$ cat config.mk
export PLATFORM = sky130hd
export DESIGN_NAME = object_motion_bank
export DESIGN_NICKNAME = d
export VERILOG_FILES = /design/src/rtl/motion_pkg.sv /design/src/rtl/object_motion_lane.sv /design/src/rtl/object_motion_bank.sv
export SDC_FILE = /design/constraint.sdc
export NUM_CORES = 2
export LEC_CHECK = 0
export CELL_PAD_IN_SITES_DETAIL_PLACEMENT = 0
export CELL_PAD_IN_SITES_GLOBAL_PLACEMENT = 1
export CORE_ASPECT_RATIO = 1.75
export CORE_MARGIN = 2
export CORE_UTILIZATION = 47
export CTS_CLUSTER_SIZE = 25
export DETAILED_ROUTE_END_ITERATION = 12
export PLACE_DENSITY = 0.88
export RECOVER_POWER = 50
export SLEW_MARGIN = 20
export SYNTH_ARGS = -nofsm -noshare
export SYNTH_HDL_FRONTEND = slang
export SYNTH_SLANG_ARGS = --single-unit
$ cat constraint.sdc
create_clock -name clk -period 5.5 [get_ports clk]
set_clock_uncertainty 0.15 [all_clocks]
set_input_delay 0.825 -clock clk [delete_from_list [all_inputs] [get_ports clk]]
set_output_delay 0.825 -clock clk [all_outputs]
set_load 0.02 [all_outputs]
$ cat src/rtl/motion_pkg.sv
// Shared types and constants for the object motion bank.
// Edge modes, playfield defaults and lane index sizing.
package motion_pkg;

    typedef enum logic {
        MODE_BOUNCE = 1'b0,
        MODE_EXIT   = 1'b1
    } mode_e;

    localparam int SCREEN_W_DEF = 640;
    localparam int SCREEN_H_DEF = 480;

    // Width of a lane index; a single lane still gets one bit.
    function automatic int idx_w(input int n);
        return (n > 1) ? $clog2(n) : 1;
    endfunction

endpackage

$ cat src/rtl/object_motion_lane.sv
// One moving object: two step-period counters, edge detect,
// bounce/exit handling, kill and spawn load.
module object_motion_lane
    import motion_pkg::*;
#(
    parameter int X_W      = 10,
    parameter int Y_W      = 9,
    parameter int T_W      = 32,
    parameter int SCREEN_W = SCREEN_W_DEF,
    parameter int SCREEN_H = SCREEN_H_DEF
) (
    input  logic           clk,
    input  logic           rst,
    input  logic           load_i,
    input  logic           kill_i,
    input  logic           pause_i,
    input  logic [X_W-1:0] obj_w_i,
    input  logic [Y_W-1:0] obj_h_i,
    input  logic [X_W-1:0] sx_i,
    input  logic [Y_W-1:0] sy_i,
    input  logic [T_W-1:0] stx_i,
    input  logic [T_W-1:0] sty_i,
    input  logic           sdx_i,
    input  logic           sdy_i,
    input  logic           smode_i,
    output logic           active_o,
    output logic [X_W-1:0] x_o,
    output logic [Y_W-1:0] y_o,
    output logic           exit_pulse_o
);

    localparam logic [X_W:0] SW = (X_W+1)'(SCREEN_W);
    localparam logic [Y_W:0] SH = (Y_W+1)'(SCREEN_H);

    logic           active_q, active_d;
    logic           pulse_q,  pulse_d;
    logic [X_W-1:0] x_q,  x_d;
    logic [Y_W-1:0] y_q,  y_d;
    logic           dx_q, dx_d;
    logic           dy_q, dy_d;
    mode_e          mode_q, mode_d;
    logic [T_W-1:0] tx_q, tx_d;
    logic [T_W-1:0] ty_q, ty_d;
    logic [T_W-1:0] cx_q, cx_d;
    logic [T_W-1:0] cy_q, cy_d;

    logic           tick_x, tick_y;
    logic           edge_x, edge_y;
    logic           hit_x,  hit_y;
    logic [X_W:0]   far_x;
    logic [Y_W:0]   far_y;

    // Step ticks and edge detection; far edge summed one bit wider.
    always_comb begin
        far_x  = {1'b0, x_q} + {1'b0, obj_w_i};
        far_y  = {1'b0, y_q} + {1'b0, obj_h_i};
        tick_x = (tx_q != '0) && (cx_q == tx_q - T_W'(1));
        tick_y = (ty_q != '0) && (cy_q == ty_q - T_W'(1));
        edge_x = dx_q ? (far_x >= SW) : (x_q == '0);
        edge_y = dy_q ? (far_y >= SH) : (y_q == '0);
        hit_x  = tick_x && edge_x;
        hit_y  = tick_y && edge_y;
    end

    // Next state: spawn load, kill, then motion when running.
    always_comb begin
        active_d = active_q;
        pulse_d  = 1'b0;
        x_d      = x_q;
        y_d      = y_q;
        dx_d     = dx_q;
        dy_d     = dy_q;
        mode_d   = mode_q;
        tx_d     = tx_q;
        ty_d     = ty_q;
        cx_d     = cx_q;
        cy_d     = cy_q;
        if (load_i) begin
            active_d = 1'b1;
            x_d      = sx_i;
            y_d      = sy_i;
            dx_d     = sdx_i;
            dy_d     = sdy_i;
            mode_d   = mode_e'(smode_i);
            tx_d     = stx_i;
            ty_d     = sty_i;
            cx_d     = '0;
            cy_d     = '0;
        end else if (active_q) begin
            if (kill_i) begin
                active_d = 1'b0;
                cx_d     = '0;
                cy_d     = '0;
            end else if (!pause_i) begin
                if (tx_q != '0) cx_d = tick_x ? '0 : cx_q + T_W'(1);
                if (ty_q != '0) cy_d = tick_y ? '0 : cy_q + T_W'(1);
                if (mode_q == MODE_EXIT && (hit_x || hit_y)) begin
                    active_d = 1'b0;
                    pulse_d  = 1'b1;
                    cx_d     = '0;
                    cy_d     = '0;
                end else begin
                    if (hit_x)       dx_d = ~dx_q;
                    else if (tick_x) x_d  = dx_q ? x_q + X_W'(1)
                                                 : x_q - X_W'(1);
                    if (hit_y)       dy_d = ~dy_q;
                    else if (tick_y) y_d  = dy_q ? y_q + Y_W'(1)
                                                 : y_q - Y_W'(1);
                end
            end
        end
    end

    // Lane state register.
    always_ff @(posedge clk or negedge rst) begin
        if (!rst) begin
            active_q <= 1'b0;
            pulse_q  <= 1'b0;
            x_q      <= '0;
            y_q      <= '0;
            dx_q     <= 1'b0;
            dy_q     <= 1'b0;
            mode_q   <= MODE_BOUNCE;
            tx_q     <= '0;
            ty_q     <= '0;
            cx_q     <= '0;
            cy_q     <= '0;
        end else begin
            active_q <= active_d;
            pulse_q  <= pulse_d;
            x_q      <= x_d;
            y_q      <= y_d;
            dx_q     <= dx_d;
            dy_q     <= dy_d;
            mode_q   <= mode_d;
            tx_q     <= tx_d;
            ty_q     <= ty_d;
            cx_q     <= cx_d;
            cy_q     <= cy_d;
        end
    end

    assign active_o     = active_q;
    assign x_o          = x_q;
    assign y_o          = y_q;
    assign exit_pulse_o = pulse_q;

endmodule

$ cat src/rtl/object_motion_bank.sv
// Bank of N_OBJ object lanes with a shared spawn port.
// Decodes spawn_id to a lane load and flattens position buses.
module object_motion_bank
    import motion_pkg::*;
#(
    parameter int N_OBJ    = 4,
    parameter int X_W      = 10,
    parameter int Y_W      = 9,
    parameter int T_W      = 32,
    parameter int SCREEN_W = SCREEN_W_DEF,
    parameter int SCREEN_H = SCREEN_H_DEF,
    parameter int IW       = idx_w(N_OBJ)
) (
    input  logic               clk,
    input  logic               rst,
    input  logic               pause,
    input  logic [X_W-1:0]     obj_w,
    input  logic [Y_W-1:0]     obj_h,
    input  logic               spawn_valid,
    output logic               spawn_ready,
    input  logic [IW-1:0]      spawn_id,
    input  logic [X_W-1:0]     spawn_x,
    input  logic [Y_W-1:0]     spawn_y,
    input  logic [T_W-1:0]     spawn_tx,
    input  logic [T_W-1:0]     spawn_ty,
    input  logic               spawn_dx,
    input  logic               spawn_dy,
    input  logic               spawn_mode,
    input  logic [N_OBJ-1:0]   kill,
    output logic [N_OBJ-1:0]   active,
    output logic [N_OBJ*X_W-1:0] posx,
    output logic [N_OBJ*Y_W-1:0] posy,
    output logic [N_OBJ-1:0]   exit_pulse
);

    logic accept;

    // Target lane must be free for a spawn to be accepted.
    always_comb begin
        spawn_ready = !active[spawn_id];
        accept      = spawn_valid && spawn_ready;
    end

    for (genvar i = 0; i < N_OBJ; i++) begin : g_lane
        logic load;
        assign load = accept && (spawn_id == IW'(i));

        object_motion_lane #(
            .X_W      (X_W),
            .Y_W      (Y_W),
            .T_W      (T_W),
            .SCREEN_W (SCREEN_W),
            .SCREEN_H (SCREEN_H)
        ) u_lane (
            .clk          (clk),
            .rst          (rst),
            .load_i       (load),
            .kill_i       (kill[i]),
            .pause_i      (pause),
            .obj_w_i      (obj_w),
            .obj_h_i      (obj_h),
            .sx_i         (spawn_x),
            .sy_i         (spawn_y),
            .stx_i        (spawn_tx),
            .sty_i        (spawn_ty),
            .sdx_i        (spawn_dx),
            .sdy_i        (spawn_dy),
            .smode_i      (spawn_mode),
            .active_o     (active[i]),
            .x_o          (posx[i*X_W +: X_W]),
            .y_o          (posy[i*Y_W +: Y_W]),
            .exit_pulse_o (exit_pulse[i])
        );
    end

endmodule

=== Word level (Yosys, flattened, before mapping) ===
Index checks and enable logic that the tools add are counted.
W data, S select, Z words.

* Memory bits (writable): 0
* Bits in latches: 0
* Output and inout bits: 85
* Bits in registers: 608
* Memories kept: 0
* Word-level logic and storage cells: 453
* Input port bits: 115
* ROM bits: 0

* Add/subtract/negate cells: 40
* Shift-type cells: 0
* Divide/modulo/power cells: 0
* Muxes and demuxes: 218
* Eq/ne operators: 35
* $mul: 0
* $lt $le $gt $ge: 9
* Bitwise gates (word level): 8
* Reduce and logical (&&, ||, !) cells: 99

{| class="wikitable"
|+ Operator list
! cell !! number
|-
| $mux W32 || 56
|-
| $mux W10 || 32
|-
| $mux W9 || 32
|-
| $add A32 B1 Y32 const B || 8
|-
| $eq A32 B32 Y1 || 8
|-
| $reduce_bool A32 Y1 || 8
|-
| $sub A32 B1 Y32 const B || 8
|-
| $mux W1 || 97
|-
| $reduce_and A6 Y1 || 8
|-
| $add A10 B10 Y11 || 4
|-
| $ge A11 B10 Y1 const B || 4
|-
| $add A10 B1 Y10 const B || 4
|-
| $add A9 B9 Y10 || 4
|-
| $ge A10 B9 Y1 const B || 4
|-
| $logic_not A10 Y1 || 4
|-
| $reduce_and A5 Y1 || 8
|-
| $reduce_bool A2 Y1 || 20
|-
| $sub A10 B1 Y10 const B || 4
|-
| $add A9 B1 Y9 const B || 4
|-
| $logic_not A9 Y1 || 4
|-
| $sub A9 B1 Y9 const B || 4
|-
| $reduce_bool A4 Y1 || 8
|-
| $logic_and A1 B1 Y1 || 25
|-
| $ne A2 B2 Y1 const B || 12
|-
| 11 further kinds || 39
|}

=== Logic depth before layout (Yosys ltp) ===
* Word-level depth: 11
* Depth in mapped cells: 15
* Depth with buffers taken out: 13

=== Cells and area by module ===
From an unflattened synthesis, not the netlist that was laid out.

* Cells, all modules: 5,071
* Area, all modules: 44,789.2 µm²

{| class="wikitable"
|+ Modules (own cells, without submodules)
! module !! instances !! cells each !! area an instance (µm²)
|-
| object_motion_lane at g_lane[0].u_lane ... || 2 || 1,256 || 11,154.4
|-
| object_motion_lane at g_lane[2].u_lane || 1 || 1,298 || 11,243.3
|-
| object_motion_lane at g_lane[3].u_lane || 1 || 1,254 || 11,173.2
|-
| object_motion_bank || 1 || 7 || 63.8
|}

=== Least setup slack after synthesis ===
Ideal clock, no wire load.

* Path type: in2reg
* Start: input obj_h[0]
* End: register g_lane[2].u_lane.cx_q[17]
* Library setup time: 0.126 ns
* Required time: 5.224 ns
* Slack: 1.378 ns
* Arrival time: 3.846 ns
* Buffers on the path: 2
* Stages on the path: 14
* Cells stage by stage: ha_1 -> fa_1 -> a21oi_1 -> o211ai_1 -> o41ai_1 -> xor2_1 -> nor4_1 -> o22ai_1 -> nor4_4 -> nor2b_2 -> a31o_1 -> buf_2 -> buf_2 -> a221o_1

* Word-level cells in the longest chain between the ends: 11

{| class="wikitable"
|+ RTL lines
! what !! RTL line !! source
|-
| start, declared || object_motion_bank.sv:18 || <nowiki>input logic [Y_W-1:0] obj_h,</nowiki>
|-
| $add A9 B9 Y10 * || object_motion_lane.sv:56 || <nowiki>far_y = {1'b0, y_q} + {1'b0, obj_h_i};</nowiki>
|-
| $ge A10 B9 Y1 * || object_motion_lane.sv:60 || <nowiki>edge_y = dy_q ? (far_y >= SH) : (y_q == '0);</nowiki>
|-
| $mux W1 * || object_motion_lane.sv:60 ||
|-
| $logic_and A1 B1 Y1 * || object_motion_lane.sv:62 || <nowiki>hit_y = tick_y && edge_y;</nowiki>
|-
| $logic_or A1 B1 Y1 * || object_motion_lane.sv:97 || <nowiki>if (mode_q == MODE_EXIT && (hit_x || hit_y)) begin</nowiki>
|-
| $logic_and A1 B1 Y1 * || object_motion_lane.sv:97 ||
|-
| $mux W32 || object_motion_lane.sv:97 ||
|-
| $mux W32 || object_motion_lane.sv:94 || <nowiki>end else if (!pause_i) begin</nowiki>
|-
| $mux W32 || object_motion_lane.sv:90 || <nowiki>if (kill_i) begin</nowiki>
|-
| $mux W32 || object_motion_lane.sv:89 || <nowiki>end else if (active_q) begin</nowiki>
|-
| $mux W32 || object_motion_lane.sv:78 || <nowiki>if (load_i) begin</nowiki>
|-
| end signal, assigned || object_motion_lane.sv:126 || <nowiki>cx_q <= '0;</nowiki>
|-
| end signal, assigned || object_motion_lane.sv:138 || <nowiki>cx_q <= cx_d;</nowiki>
|-
| end, declared || object_motion_lane.sv:44 || <nowiki>logic [T_W-1:0] cx_q, cx_d;</nowiki>
|}

Mark *: on every way between the ends. The rest lies on a longest branch, timed or not. The select of a mux whose other input is x is not followed.
A chain may end at the register's enable or synchronous reset.

=== Final worst setup path ===
* Start: input spawn_id[1]
* End: register g_lane[0].u_lane.cx_q[3]

* Word-level cells in the longest chain between the ends: 7

{| class="wikitable"
|+ RTL lines
! what !! RTL line !! source
|-
| start, declared || object_motion_bank.sv:21 || <nowiki>input logic [IW-1:0] spawn_id,</nowiki>
|-
| $bmux W1 S2 || object_motion_bank.sv:40 || <nowiki>spawn_ready = !active[spawn_id];</nowiki>
|-
| $mux W1 (not written as such) || object_motion_bank.sv:40 ||
|-
| $logic_not A1 Y1 || object_motion_bank.sv:40 ||
|-
| $logic_and A1 B1 Y1 || object_motion_bank.sv:41 || <nowiki>accept = spawn_valid && spawn_ready;</nowiki>
|-
| $logic_and A1 B1 Y1 * || object_motion_bank.sv:46 || <nowiki>assign load = accept && (spawn_id == IW'(i));</nowiki>
|-
| $ne A3 B1 Y1 (no line) (tied with other cells) || -- ||
|-
| $reduce_and A3 Y1 (no line) || -- ||
|-
| end signal, assigned || object_motion_lane.sv:126 ||
|-
| end signal, assigned || object_motion_lane.sv:138 ||
|-
| end, declared || object_motion_lane.sv:44 ||
|}

Marked as above.

==> summary by stage <==
Outcome
The run finished, with violations left. The checks that failed: max-capacitance violations, max-slew violations.

STA
The worst max-slew margin expressed relative to the limit is -78.8%. After layout, the worst path uses 92.2% of the clock period. The count of endpoints failing setup in the final report is 0. For the pin with the worst max-slew slack, the measured transition is 2.68 ns. The final worst hold slack is 0.356 ns.

The final hold violation count is 0. Setup total negative slack on the finished layout was measured at 0 ns. Setup repair after global routing left no endpoint under its margin. The shortest clock period the worst path allows after layout is 5.07 ns. The number of pins with negative max-slew slack in the final report is 537.

The timing-limited maximum frequency is 197 MHz.

Critical path
The critical path class is in -> reg. STA classifies the critical path endpoint as a flop. On the worst path, the slowest cell contributes a delay of 1.63 ns.

The arrival time of the worst setup path is 5.46 ns. The launching element type of the critical path is an input pin. Traced cell by cell, the critical path runs through dlygate4sd3_1, nand2b_1, or3_2, clkbuf_1, nand2_1, o21ai_2, buf_4, nor2b_1, buf_4, a22o_1.

Among all stages on the critical path, the largest delay is contributed by clkbuf_1. For the worst setup path, the data required time is 5.89 ns. Across all register-to-register paths, the minimum setup slack is 0.55 ns.

The highest net fanout along the worst path is 37. The cell that appears most often on the critical path is buf_4.

Clocking
TritonCTS built the clock tree. The clock passes through at most 3 buffers. The clock root buffer is clkbuf_16.

Clock tree synthesis found a total of 608 sinks. Post-CTS timing repair inserted 0 buffers for setup. Post-CTS repair changed the size of 0 cells. In this run, CTS created clock tree buffers numbering 67. The CTS H-tree depth is 3. At the later pin of the worst-skew pair, clock insertion delay measures 0.67 ns. The clock input transition at the sequential cells of the worst setup and hold paths is 0.06 ns. The hold buffer count at CTS is 0.

Run
The tool flagged a number of max-cap violations equal to 9.

Final layout
Once layout is complete, the cells apart from fillers number 6,949. Relative to the synthesized area, the layout overhead comes to 12.3%. In the final design database the tool counted 5,966 nets.

After routing the design area is 50,500 um2. The layout has 9,116 filler cells. Measured on the finished design, the core utilization comes to 53.0%. The proportion of layout cells with a drive suffix above 1 is 5.95%.

Logic synthesis
The commonest register cell after synthesis is dfrtp_1. The most numerous cell in the Yosys netlist is nand2_1. The flip-flop and latch count after synthesis is 608.

After synthesis the cells add up to 45,000 um2. The area share of the leading cell type in the synthesized netlist is 33.8%. The share of flip-flops with an asynchronous set or reset is 100%. The synthesized design contains 0 enable-type register cells.

When the netlist entered floorplanning its net count stood at 5,894. Sequential cells were found to cover 33.8% of the synthesized design area. The number of distinct library cell variants in the gate-level netlist after synthesis is 106.

Synthesis produced 5,611 cells. Sorting the synthesized cells by how often they occur yields nand2_1 (1,059), dfrtp_1 (608), nor2_1 (350). The per-instance average area after synthesis is 8.01 um2. Sorting the synthesized cells by area gives the leading types as dfrtp_1 (34%), nand2_1 (8.8%), xnor2_1 (4.4%).

Summed over all instances, the cell type with the most area after synthesis is dfrtp_1. The number of warnings issued by yosys is 0.

GRT
The remaining global-route overflow is 0. The via count of the first global-routing pass is 43,100. Global routing consumed, over all layers together, 32.7% of the routing resources. The wire length of the first global-routing pass is 249,000 um. The maximum number of pins on one net before global-route repair is 123.

The number of antenna violations at the first check in global routing is 7.

Floorplan
The total die area is 98,200 um2. The number of primary I/O pins is 200. In this run the vertical extent of the chip is 413 um. The total number of placement rows is 150.

The core area is 95,200 um2. The die is 238 um wide. The starting density of the core is 47.2%.

Placed design
The HPWL after detailed placement is 123,000 um. The placed instances occupy a cell area of 48,300 um2. The placer's final routability congestion estimate is 1.02. After detailed placement, the design holds a cell count of 6,830. The number of buffers added on ports is 199.

Pwr
The largest vdd supply drop is 0.233 mV. The cell leakage power is 21.5 nW. For this design the ratio of total power to cell area is 331 nW/um2.

Routing
The routed length per instance is 23.4 um. The first detailed-routing pass ran for 6 iterations. For this block, the via count after detailed routing is 43,900. The count of nets left with antenna violations once routing finished came out at 0. The detailed-route DRC error count is 0. For this block, the routed nets add up to 162,000 um of wire. The first routing iteration left 2,859 violations. Using the TritonRoute via totals, the vias-per-cell ratio works out to 6.31.

Worst hold path
The worst min-delay path class is reg -> reg.
==> report_power, final <==
part	total (mW)	switching, mW	internal, mW
sequential	6.19	1.15	5.04
combinational	5.73	3.30	2.43
clock	4.80	2.06	2.74
total	16.7	6.52	10.2
==> registers in the layout, indices dropped and copies added (netlist names) <==
register and flops:
g_lane.u_lane.active_o 4, g_lane.u_lane.tx_q 128, g_lane.u_lane.cy_q 128, g_lane.u_lane.x_o 40
g_lane.u_lane.mode_q 4, g_lane.u_lane.dy_q 4, g_lane.u_lane.dx_q 4, g_lane.u_lane.exit_pulse_o 4
g_lane.u_lane.cx_q 128, g_lane.u_lane.y_o 36, g_lane.u_lane.ty_q 128
==> layout make-up <==
| cell class | count | area [um2] | share of cell area [%] |
|---|---|---|---|
| Multi-Input combinational cell | 4529 | 28000 | 55.4 |
| Antenna cell | 1 | 2.50 | 0.00496 |
| Clock inverter | 34 | 412 | 0.816 |
| Inverter | 169 | 634 | 1.26 |
| Timing Repair Buffer | 308 | 2870 | 5.69 |
| Clock buffer | 84 | 1850 | 3.67 |
| Sequential cell | 608 | 15200 | 30.2 |
| Tap cell | 1216 | 1520 | 3.02 |
==> critical path: cells and delay by family <==
family	cells	cell delay, ns
AOI/OAI and AO/OA	2	0.47
buffers and inverters	4	3.00
and+or+nand+nor	4	1.13
==> cells by family (layout without fill, tap and decap cells) <==
logic type,Yosys count,in the layout,synth area share [%]
and+or+nand+nor,2726,2726,30.5
AOI/OAI and AO/OA,1168,1168,17.2
DFF,608,608,33.8
buffers and inverters,474,595,4.17
xor gates and xnor gates,386,386,7.52
adders and majority gates,169,169,4.97
muxes,80,80,1.81
other,0,1,0
==> stage by stage <==
stage | worst slack (ns) | power (mW)
6_report | 0.430 | 16.7
2_1_floorplan | 1.38 | 9.92
5_1_grt | 0.225 | 17.7
3_5_place_dp | 0.0802 | 11.9
4_1_cts | 0.584 | 16.8
3_3_place_gp | 0.0323 | 11.8
==> path summary, 6_finish.rpt <==
| path | to | startpoint | depth (start not counted) |
|---|---|---|---|
| max | g_lane[0].u_lane.cx_q[3]$_DFFE_PN0P_ | spawn_id[1] | 10 |
| min | g_lane[1].u_lane.cy_q[31]$_DFFE_PN0P_ | g_lane[1].u_lane.cy_q[31]$_DFFE_PN0P_ | 1 |
| max reg2reg | g_lane[2].u_lane.cx_q[11]$_DFFE_PN0P_ | g_lane[2].u_lane.ty_q[0]$_DFFE_PN0P_ | 13 |
| min reg2reg | g_lane[1].u_lane.cy_q[31]$_DFFE_PN0P_ | g_lane[1].u_lane.cy_q[31]$_DFFE_PN0P_ | 1 |
| max in group asynchronous | g_lane[0].u_lane.cx_q[10]$_DFFE_PN0P_ | rst | 2 |
| min in group asynchronous | g_lane[2].u_lane.y_o[1]$_DFFE_PN0P_ | rst | 1 |
==> cells in the final DEF, fill, tap and decap left out, types with 162 or more instances in the layout <==
cell             synthesis  final
a21oi_1                188    188
clkdlybuf4s50_1          0    197
dfrtp_1                608    608
inv_1                  166    166
nand2_1               1059   1059
nand3_1                197    195
nor2_1                 350    349
nor3_1                 223    218
o21ai_0                321    321
xnor2_1                224    224
xor2_1                 162    162
==> routing by layer <==
metal / share of wire, % / up-vias / wire, um / global-route usage [%]
met4: 9.3 / 8 / 15100 / 27.2
met1: 35 / 21300 / 56800 / 33.8
met2: 50 / 1537 / 81200 / 58.2
met5: 0.030 / - / 48 / 0
met3: 5.6 / 620 / 9100 / 5.04
li1: - / 20400 / - / -
No activity file was read; power rests on OpenSTA's default activity.
